<file path="src/rtl/mem_access_pkg.sv">
// Shared types and default widths for the memory access unit.
package mem_access_pkg;

  typedef enum logic [1:0] {
    IDLE = 2'd0,
    REQ  = 2'd1,
    DONE = 2'd2
  } state_t;

  localparam int unsigned DATA_W_DEF = 16;
  localparam int unsigned ADDR_W_DEF = 16;

endpackage

</file>
<file path="src/rtl/data_register.sv">
// Loadable register with synchronous active-high clear, used for MAR and MDR.
module data_register
  import mem_access_pkg::*;
#(
  parameter int unsigned WIDTH = DATA_W_DEF
) (
  input  logic             clk,
  input  logic             reset,
  input  logic             ld,
  input  logic [WIDTH-1:0] d,
  output logic [WIDTH-1:0] q
);

  always_ff @(posedge clk) begin
    if (reset) begin
      q <= '0;
    end else if (ld) begin
      q <= d;
    end
  end

endmodule

</file>
<file path="src/rtl/wait_timer.sv">
// Counts request cycles without ack; expired flags the last permitted cycle.
module wait_timer #(
  parameter int unsigned TIMEOUT = 15
) (
  input  logic clk,
  input  logic reset,
  input  logic clr,
  input  logic en,
  output logic expired
);

  localparam int unsigned CntW    = (TIMEOUT == 0) ? 1 : $clog2(TIMEOUT + 1);
  localparam int unsigned LastVal = (TIMEOUT == 0) ? 0 : TIMEOUT - 1;
  localparam logic [CntW-1:0] Last = CntW'(LastVal);

  logic [CntW-1:0] cnt;

  // Saturates instead of wrapping so a disabled timeout never aliases.
  always_ff @(posedge clk) begin
    if (reset || clr) begin
      cnt <= '0;
    end else if (en && (cnt != {CntW{1'b1}})) begin
      cnt <= cnt + 1'b1;
    end
  end

  assign expired = (TIMEOUT != 0) && (cnt == Last);

endmodule

</file>
<file path="src/rtl/mem_access_unit.sv">
// MAR/MDR pair with a single req/ack memory access, wait states and optional timeout.
module mem_access_unit
  import mem_access_pkg::*;
#(
  parameter int unsigned DATA_W  = DATA_W_DEF,
  parameter int unsigned ADDR_W  = ADDR_W_DEF,
  parameter int unsigned TIMEOUT = 15
) (
  input  logic              clk,
  input  logic              reset,
  input  logic              ld_mar,
  input  logic [ADDR_W-1:0] mar_in,
  input  logic              ld_mdr,
  input  logic [DATA_W-1:0] mdr_in,
  input  logic              start,
  input  logic              we,
  output logic              busy,
  output logic              done,
  output logic              err,
  output logic [ADDR_W-1:0] mar_out,
  output logic [DATA_W-1:0] mdr_out,
  output logic [ADDR_W-1:0] mem_addr,
  output logic [DATA_W-1:0] mem_wdata,
  output logic              mem_we,
  output logic              mem_req,
  input  logic [DATA_W-1:0] mem_rdata,
  input  logic              mem_ack
);

  state_t            state;
  logic              mar_ld;
  logic              mdr_ld;
  logic [DATA_W-1:0] mdr_d;
  logic              tmr_clr;
  logic              tmr_en;
  logic              expired;

  // Bus loads only in IDLE; read data only lands on an ack in REQ.
  always_comb begin
    mar_ld = 1'b0;
    mdr_ld = 1'b0;
    mdr_d  = mdr_in;
    if (state == IDLE) begin
      mar_ld = ld_mar;
      mdr_ld = ld_mdr;
    end else if (state == REQ) begin
      mdr_ld = mem_ack && !mem_we;
      mdr_d  = mem_rdata;
    end
  end

  data_register #(
    .WIDTH(ADDR_W)
  ) u_mar (
    .clk  (clk),
    .reset(reset),
    .ld   (mar_ld),
    .d    (mar_in),
    .q    (mar_out)
  );

  data_register #(
    .WIDTH(DATA_W)
  ) u_mdr (
    .clk  (clk),
    .reset(reset),
    .ld   (mdr_ld),
    .d    (mdr_d),
    .q    (mdr_out)
  );

  assign tmr_clr = (state == DONE);
  assign tmr_en  = (state == REQ) && !mem_ack;

  wait_timer #(
    .TIMEOUT(TIMEOUT)
  ) u_timer (
    .clk    (clk),
    .reset  (reset),
    .clr    (tmr_clr),
    .en     (tmr_en),
    .expired(expired)
  );

  assign mem_addr  = mar_out;
  assign mem_wdata = mdr_out;

  always_ff @(posedge clk) begin
    if (reset) begin
      state   <= IDLE;
      mem_req <= 1'b0;
      mem_we  <= 1'b0;
      busy    <= 1'b0;
      done    <= 1'b0;
      err     <= 1'b0;
    end else begin
      unique case (state)
        IDLE: begin
          done <= 1'b0;
          if (start) begin
            state   <= REQ;
            mem_req <= 1'b1;
            busy    <= 1'b1;
            mem_we  <= we;
            err     <= 1'b0;
          end
        end
        REQ: begin
          // Ack takes priority over a coincident timeout.
          if (mem_ack) begin
            state   <= DONE;
            mem_req <= 1'b0;
            busy    <= 1'b0;
            done    <= 1'b1;
            err     <= 1'b0;
          end else if (expired) begin
            state   <= DONE;
            mem_req <= 1'b0;
            busy    <= 1'b0;
            done    <= 1'b1;
            err     <= 1'b1;
          end
        end
        DONE: begin
          done  <= 1'b0;
          state <= IDLE;
        end
        default: begin
          state   <= IDLE;
          mem_req <= 1'b0;
          busy    <= 1'b0;
          done    <= 1'b0;
        end
      endcase
    end
  end

endmodule

</file>
<file path="config.mk">
export PLATFORM = sky130hd
export DESIGN_NAME = mem_access_unit
export DESIGN_NICKNAME = d
export VERILOG_FILES = /design/src/rtl/mem_access_pkg.sv /design/src/rtl/data_register.sv /design/src/rtl/wait_timer.sv /design/src/rtl/mem_access_unit.sv
export SDC_FILE = /design/constraint.sdc
export NUM_CORES = 1
export LEC_CHECK = 0
export BUFFER_PORTS_ARGS = -buffer_cell sky130_fd_sc_hd__buf_4
export CORE_MARGIN = 1.5
export CORE_UTILIZATION = 43
export DETAILED_ROUTE_END_ITERATION = 16
export HOLD_SLACK_MARGIN = 0.02
export PLACE_DENSITY = 0.8
export SLEW_MARGIN = 30
export SYNTH_ARGS = -nofsm -noshare
export SYNTH_HDL_FRONTEND = slang
export SYNTH_SLANG_ARGS = --single-unit
</file>
<file path="constraint.sdc">
create_clock -name clk -period 1.7 [get_ports clk]
set_clock_uncertainty 0.15 [all_clocks]
set_input_delay 0.425 -clock clk [delete_from_list [all_inputs] [get_ports clk]]
set_output_delay 0.425 -clock clk [all_outputs]
set_load 0.005 [all_outputs]
</file>
# Yosys cells after proc, flatten, opt, wreduce, memory -nomap -nowiden
# Index checks and enable logic that the tools add are counted.
[classes]
add_sub_neg = 1
n_eq_ne = 6
muxes = 18
bitwise_logic = 2
reduce_logical = 14
[ops]
columns = ["op", "count"]
rows = [
  ["2-to-1 mux 16 bit", 2],
  ["2-to-1 mux 1 bit", 10],
  ["2-to-1 mux 2 bit", 3],
  ["AND reduction 3 bit", 2],
  ["adder 4 x 1 -> 4 bit (second input constant)", 1],
  ["equality test 4 bit (second input constant)", 1],
  ["inequality test 4 bit (second input constant)", 1],
  ["one-hot mux 2 bit (2 select lines)", 1],
  ["AND reduction 2 bit", 2],
  ["nonzero test 2 bit", 2],
  ["logical AND 1 bit", 3],
  ["inequality test 3 bit (second input constant)", 1],
  ["one-hot mux 1 bit (3 select lines)", 1],
  ["equality test 2 x 1 -> 1 bit (second input constant)", 1],
  ["equality test 2 bit (second input constant)", 1],
  ["logical NOT 1 bit", 2],
  ["logical NOT 2 bit", 1],
  ["inequality test 2 bit (second input constant)", 1],
  ["inverter 1 bit", 2],
  ["one-hot mux 1 bit (2 select lines)", 1],
  ["OR reduction 2 bit", 1],
  ["logical OR 1 bit", 1],
]
[totals]
reg_bits = 42
input_bits = 55
elab_cells = 49

# Longest topological paths before layout
[logic_depth]
word_depth = 4
depth_mapped = 6

# Modules after synthesis
# A second synthesis with hierarchy kept.
[unflattened]
cells_unflattened = 248
hier_area_um2 = 2163.3
[by_module_without_submodules]
columns = ["mod", "instances", "cells_per_inst", "area_per_inst_um2", "seq_area_each_um2"]
rows = [
  ["data_register", 2, 52, 580.6, 320.3],
  ["mem_access_unit", 1, 120, 784.5, 120.1],
  ["wait_timer", 1, 24, 217.7, 80.1],
]

# Worst setup path after synthesis
# OpenSTA, ideal clock, no wires.
[synth_path]
path_kind = "register to register"
from = "register state[0]"
to = "register u_mar.q[10]"
setup_time_ns = 0.132
arrival_ns = 1.319
setup_slack_ns = 0.099
stages_incl_launch_ff = 7
synth_period_minus_slack_ns = 1.601
path_cell_list = "dfxtp_1 buf_4 or3b_2 clkbuf_1 buf_2 nand2_1 a21oi_1"
[synth_between]
elab_chain_len = 2
[synth_rtl]
columns = ["element", "line", "text"]
rows = [
  ["start: declaration", "mem_access_unit.sv:30", "state_t state;"],
  ["start signal: assignment", "mem_access_unit.sv:90", "state <= IDLE;"],
  ["start signal: assignment", "mem_access_unit.sv:101", "state <= REQ;"],
  ["start signal: assignment", "mem_access_unit.sv:111", "state <= DONE;"],
  ["logical NOT 2 bit", "mem_access_unit.sv:43", "if (state == IDLE) begin"],
  ["2-to-1 mux 1 bit", "mem_access_unit.sv:43", ""],
  ["end signal: assignment", "data_register.sv:16", "q <= '0;"],
  ["end signal: assignment", "data_register.sv:18", "q <= d;"],
  ["end: declaration", "data_register.sv:11", "output logic [WIDTH-1:0] q"],
]
# No other way between the ends.
# A chain may end at the register's enable or synchronous reset.

# Worst setup path in the final report
[layout_path]
from = "register state[0]"
to = "register u_timer.cnt[3]"
[layout_between]
elab_chain_len = 3
elab_cells_between_ends = 5
cone_classes = "eq/ne (2); reduce/logical (3)"
[layout_rtl]
columns = ["element", "line", "text"]
rows = [
  ["equality test 2 x 1 -> 1 bit", "mem_access_unit.sv:73", "assign tmr_en = (state == REQ) && !mem_ack;"],
  ["logical AND 1 bit", "mem_access_unit.sv:73", ""],
  ["logical AND 1 bit", "wait_timer.sv:22", "end else if (en && (cnt != {CntW{1'b1}})) begin"],
  ["end signal: assignment", "wait_timer.sv:23", "cnt <= cnt + 1'b1;"],
  ["end: declaration", "wait_timer.sv:16", "logic [CntW-1:0] cnt;"],
]
# Parallel ways exist; a longest one is shown, timed or not.

==> flow_metrics.py <==
metrics = {
    "clock_network": {
        "postCtsHoldBufs": 0,
        "clk_pin_slew_ns": 0.08,
        "cts_sinks": 42,
        "clk_path_buf_depth": 2,
        "cts-htree-levels": 2,
        "post_cts.repair.setup_buffers": 0,
        "clockRootBuffer": "clkbuf_8",
        "clock_latency_ns": 0.30,
        "cts_made_buffers": 5,
        "cts_tree": "built",
    },
    "setup_path": {
        "start_kind": "register",
        "critPathLaunch": "state[0]",
        "reg2reg_slack_ns": 0.1,
        "arrival_ns": 1.68,
        "worst_setup_path_end_kind": "register",
        "path_class": "reg2reg",
        "required_ns": 1.78,
        "cp_max_fo": 8,
        "r2r_start": "state[0]",
    },
    "yosys": {
        "syn-num-nets": 310,
        "synth_seq_cells": 42,
        "synth_fa_ha_area_share_pct": 1.22,
        "syn_avg_cell_area_um2": 8.09,
        "synthMuxAreaShare_pct": 0.979,
        "ys_seq_area_share_pct": 41.1,
        "synth_top_cell_area_share_pct": 41.1,
        "synth_area_leaders": "dfxtp_1 41%, buf_4 12%, a21oi_1 9.1%",
        "synth_top_area_cell": "dfxtp_1",
        "synth_xor_area_share_pct": 0,
        "synthSimpleGateAreaFrac_pct": 16.9,
        "yosysWarnings": 0,
        "netlist_instances": 253,
        "synth_top_family_by_area": "compound AO/OA/AOI/OAI gates",
        "yosysUniqueCellTypes": 31,
        "synth_compound_area_share_pct": 22.1,
        "syn-cell-area_mm2": 0.00205,
    },
    "placement": {
        "place_area_mm2": 0.00282,
        "dp_slack_ns": -0.00996,
        "place_inst": 390,
        "place_congestion": 0.740,
        "dp_hpwl_mm": 4.21,
        "portBuffers": 123,
    },
    "power_and_ir_drop": {
        "p_clk_share_pct": 36.6,
        "p_leak_nw": 1.36,
        "seqPwrFrac_pct": 41.9,
        "finalPower_mw": 2.68,
        "p_int_mw": 2.03,
        "ir_drop_mv": 0.457,
        "switching_share_pct": 24.3,
        "p_sw_mw": 0.651,
        "powerDensity_mw_per_mm2": 901,
        "comb_power_share_pct": 21.6,
    },
    "floorplanning": {
        "die_h_um": 72.0,
        "core-area_mm2": 0.00447,
        "die_w_um": 72.0,
        "start_util_pct": 45.7,
        "fp-row-count": 24,
        "ios": 124,
        "die_area_mm2": 0.00518,
    },
    "status": {
        "status": "finished clean",
    },
    "route": {
        "viasPerCell": 5.22,
        "routed_wl_mm": 5.74,
        "drtAntennaViolNets": 0,
        "drt_iter0_drc": 103,
        "wl_per_cell_um": 14.4,
        "drt_first_pass_iters": 4,
        "vias": 2076,
        "post-route-drc-count": 0,
    },
    "timing": {
        "tightest_slew_ns": 0.360,
        "worst_slack_ns": 0.0996,
        "fmax_ghz": 0.625,
        "period_minus_slack_ns": 1.60,
        "drv_slew": 0,
        "finalHoldViolCount": 0,
        "rsz0062_at_grt": "no",
        "period_share_pct": 94.1,
        "finalSetupViolCount": 0,
        "relSlewSlack_pct": 75.9,
    },
    "global_routing": {
        "grt_pass1_vias": 1960,
        "grt_pass1_wl_mm": 8.69,
        "antenna_found_initial": 0,
        "grt_max_degree": 25,
        "overflow": 0,
        "grt_usage_pct": 21.1,
    },
    "layout": {
        "area_delta_synth_final_pct": 45.2,
        "nets": 402,
        "finish.instance_area_mm2": 0.00297,
        "drive_above_1_share_pct": 43.1,
        "antenna_cells": 0,
        "layoutNonFillerInstCount": 398,
    },
    "min_path": {
        "hp-start": "we",
        "hold_path.class": "in2reg",
    },
    "run": {
        "drv_cap": 0,
    },
}
-- power by group through the flow --
stage	logic [mW]	clock network [mW]	registers [mW]
2_1_floorplan	0.300	0	1.14
3_3_place_gp	0.561	0	1.14
3_5_place_dp	0.577	0	1.14
4_1_cts	0.580	0.996	1.12
5_1_grt	0.625	1.02	1.13
6_report	0.577	0.979	1.12
-- what timing repair did --
action	CTS	global route
resized for setup	0	1
hold endpoints to repair	0	0
setup endpoints to repair	0	1
-- cells in the mapped netlist --
cell,n
a211oi_1,17
a21oi_1,37
a31oi_1,1
and3_1,1
buf_1,1
buf_2,3
buf_4,34
buf_6,1
clkbuf_1,13
dfxtp_1,42
ha_1,2
inv_1,7
mux2i_1,2
nand2_1,32
nand2b_1,2
nand3_1,3
nand3b_1,1
nor2_1,1
nor2b_1,1
nor3_1,18
nor3b_1,1
nor3b_2,2
nor4bb_1,1
o211a_1,1
o21ai_0,19
o21bai_1,1
o22ai_1,1
o31ai_1,2
or3_1,4
or3b_1,1
or3b_2,1
-- routing by layer --
layer	up-vias	share of wire, %	track usage, %
met3	5	4.0	3.33
li1	1033	-	-
met2	59	55	40.3
met4	0	1.2	9.64
met1	979	40	22.6
met5	-	0	0
-- kinds of logic (layout without fill, tap and decap cells) --
| group | count (synthesis) | in the layout |
|---|---|---|
| multiplexers | 2 | 2 |
| flip-flops | 42 | 42 |
| adder cells (fa/ha/maj) | 2 | 2 |
| AND/OR/NAND/NOR | 69 | 69 |
| AO/OA/AOI/OAI | 79 | 79 |
| buffers and inverters | 59 | 152 |
-- worst max-delay path: stages (launching register included) --
cell     delay [ns]
dfxtp_1        0.42
or3b_1         0.46
or3_1          0.37
a21oi_1        0.13
-- sequential cells by signal, indices dropped and copies added (netlist names) --
| name | cells |
|---|---|
| done | 1 |
| err | 1 |
| mem_req | 1 |
| mem_we | 1 |
| state | 2 |
| u_mar.q | 16 |
| u_mdr.q | 16 |
| u_timer.cnt | 4 |
-- worst paths after layout --
| kind | endpoint | depth (start not counted) |
|---|---|---|
| setup reg to reg | u_timer.cnt[3] | 3 |
| hold / removal | mem_we | 3 |
| hold reg to reg | done | 2 |
| setup / recovery | u_timer.cnt[3] | 3 |
-- final cells by class --
| type | count | area, um2 |
|---|---|---|
| inverter | 7 | 26.3 |
| sequential | 42 | 841 |
| tap | 52 | 65.1 |
| clock inverter | 2 | 60.1 |
| fill | 380 | 1500 |
| timing repair buffer | 137 | 1040 |
| clock buffer | 6 | 82.6 |
| multi-input combinational | 152 | 851 |
-- per-stage QoR --
stage	utilization [%]	hold slack [ns]	setup TNS (ns)
after global routing	66.4	0.220	0
after global placement	63.1	0.301	0
after floorplan	-	0.300	0
final	66.4	0.214	0
after CTS	66.3	0.206	0
after detailed placement	63.1	0.306	-0.00996
-- cell usage in the layout (no fill, tap or decap) --
| cell | n |
|---|---|
| buf_4 | 135 |
| dfxtp_1 | 42 |
| a21oi_1 | 37 |
| nand2_1 | 32 |
| o21ai_0 | 19 |
| nor3_1 | 18 |
| a211oi_1 | 17 |
| inv_1 | 7 |
| clkbuf_8 | 6 |
| or3_1 | 4 |
| nand3_1 | 3 |
| nor3b_2 | 2 |
| nand2b_1 | 2 |
| o31ai_1 | 2 |
| mux2i_1 | 2 |
| ha_1 | 2 |
| bufinv_16 | 2 |
| or3b_2 | 1 |
| nor2b_1 | 1 |
| o21bai_1 | 1 |
| a31oi_1 | 1 |
| and3_1 | 1 |
| or3b_1 | 1 |
| nand3b_1 | 1 |
| nor4bb_2 | 1 |
| nor3b_1 | 1 |
| o22ai_1 | 1 |
| o211a_1 | 1 |
| nor2_1 | 1 |
| buf_12 | 1 |
| buf_6 | 1 |
Note: power is estimated with default switching activity, not from simulation.
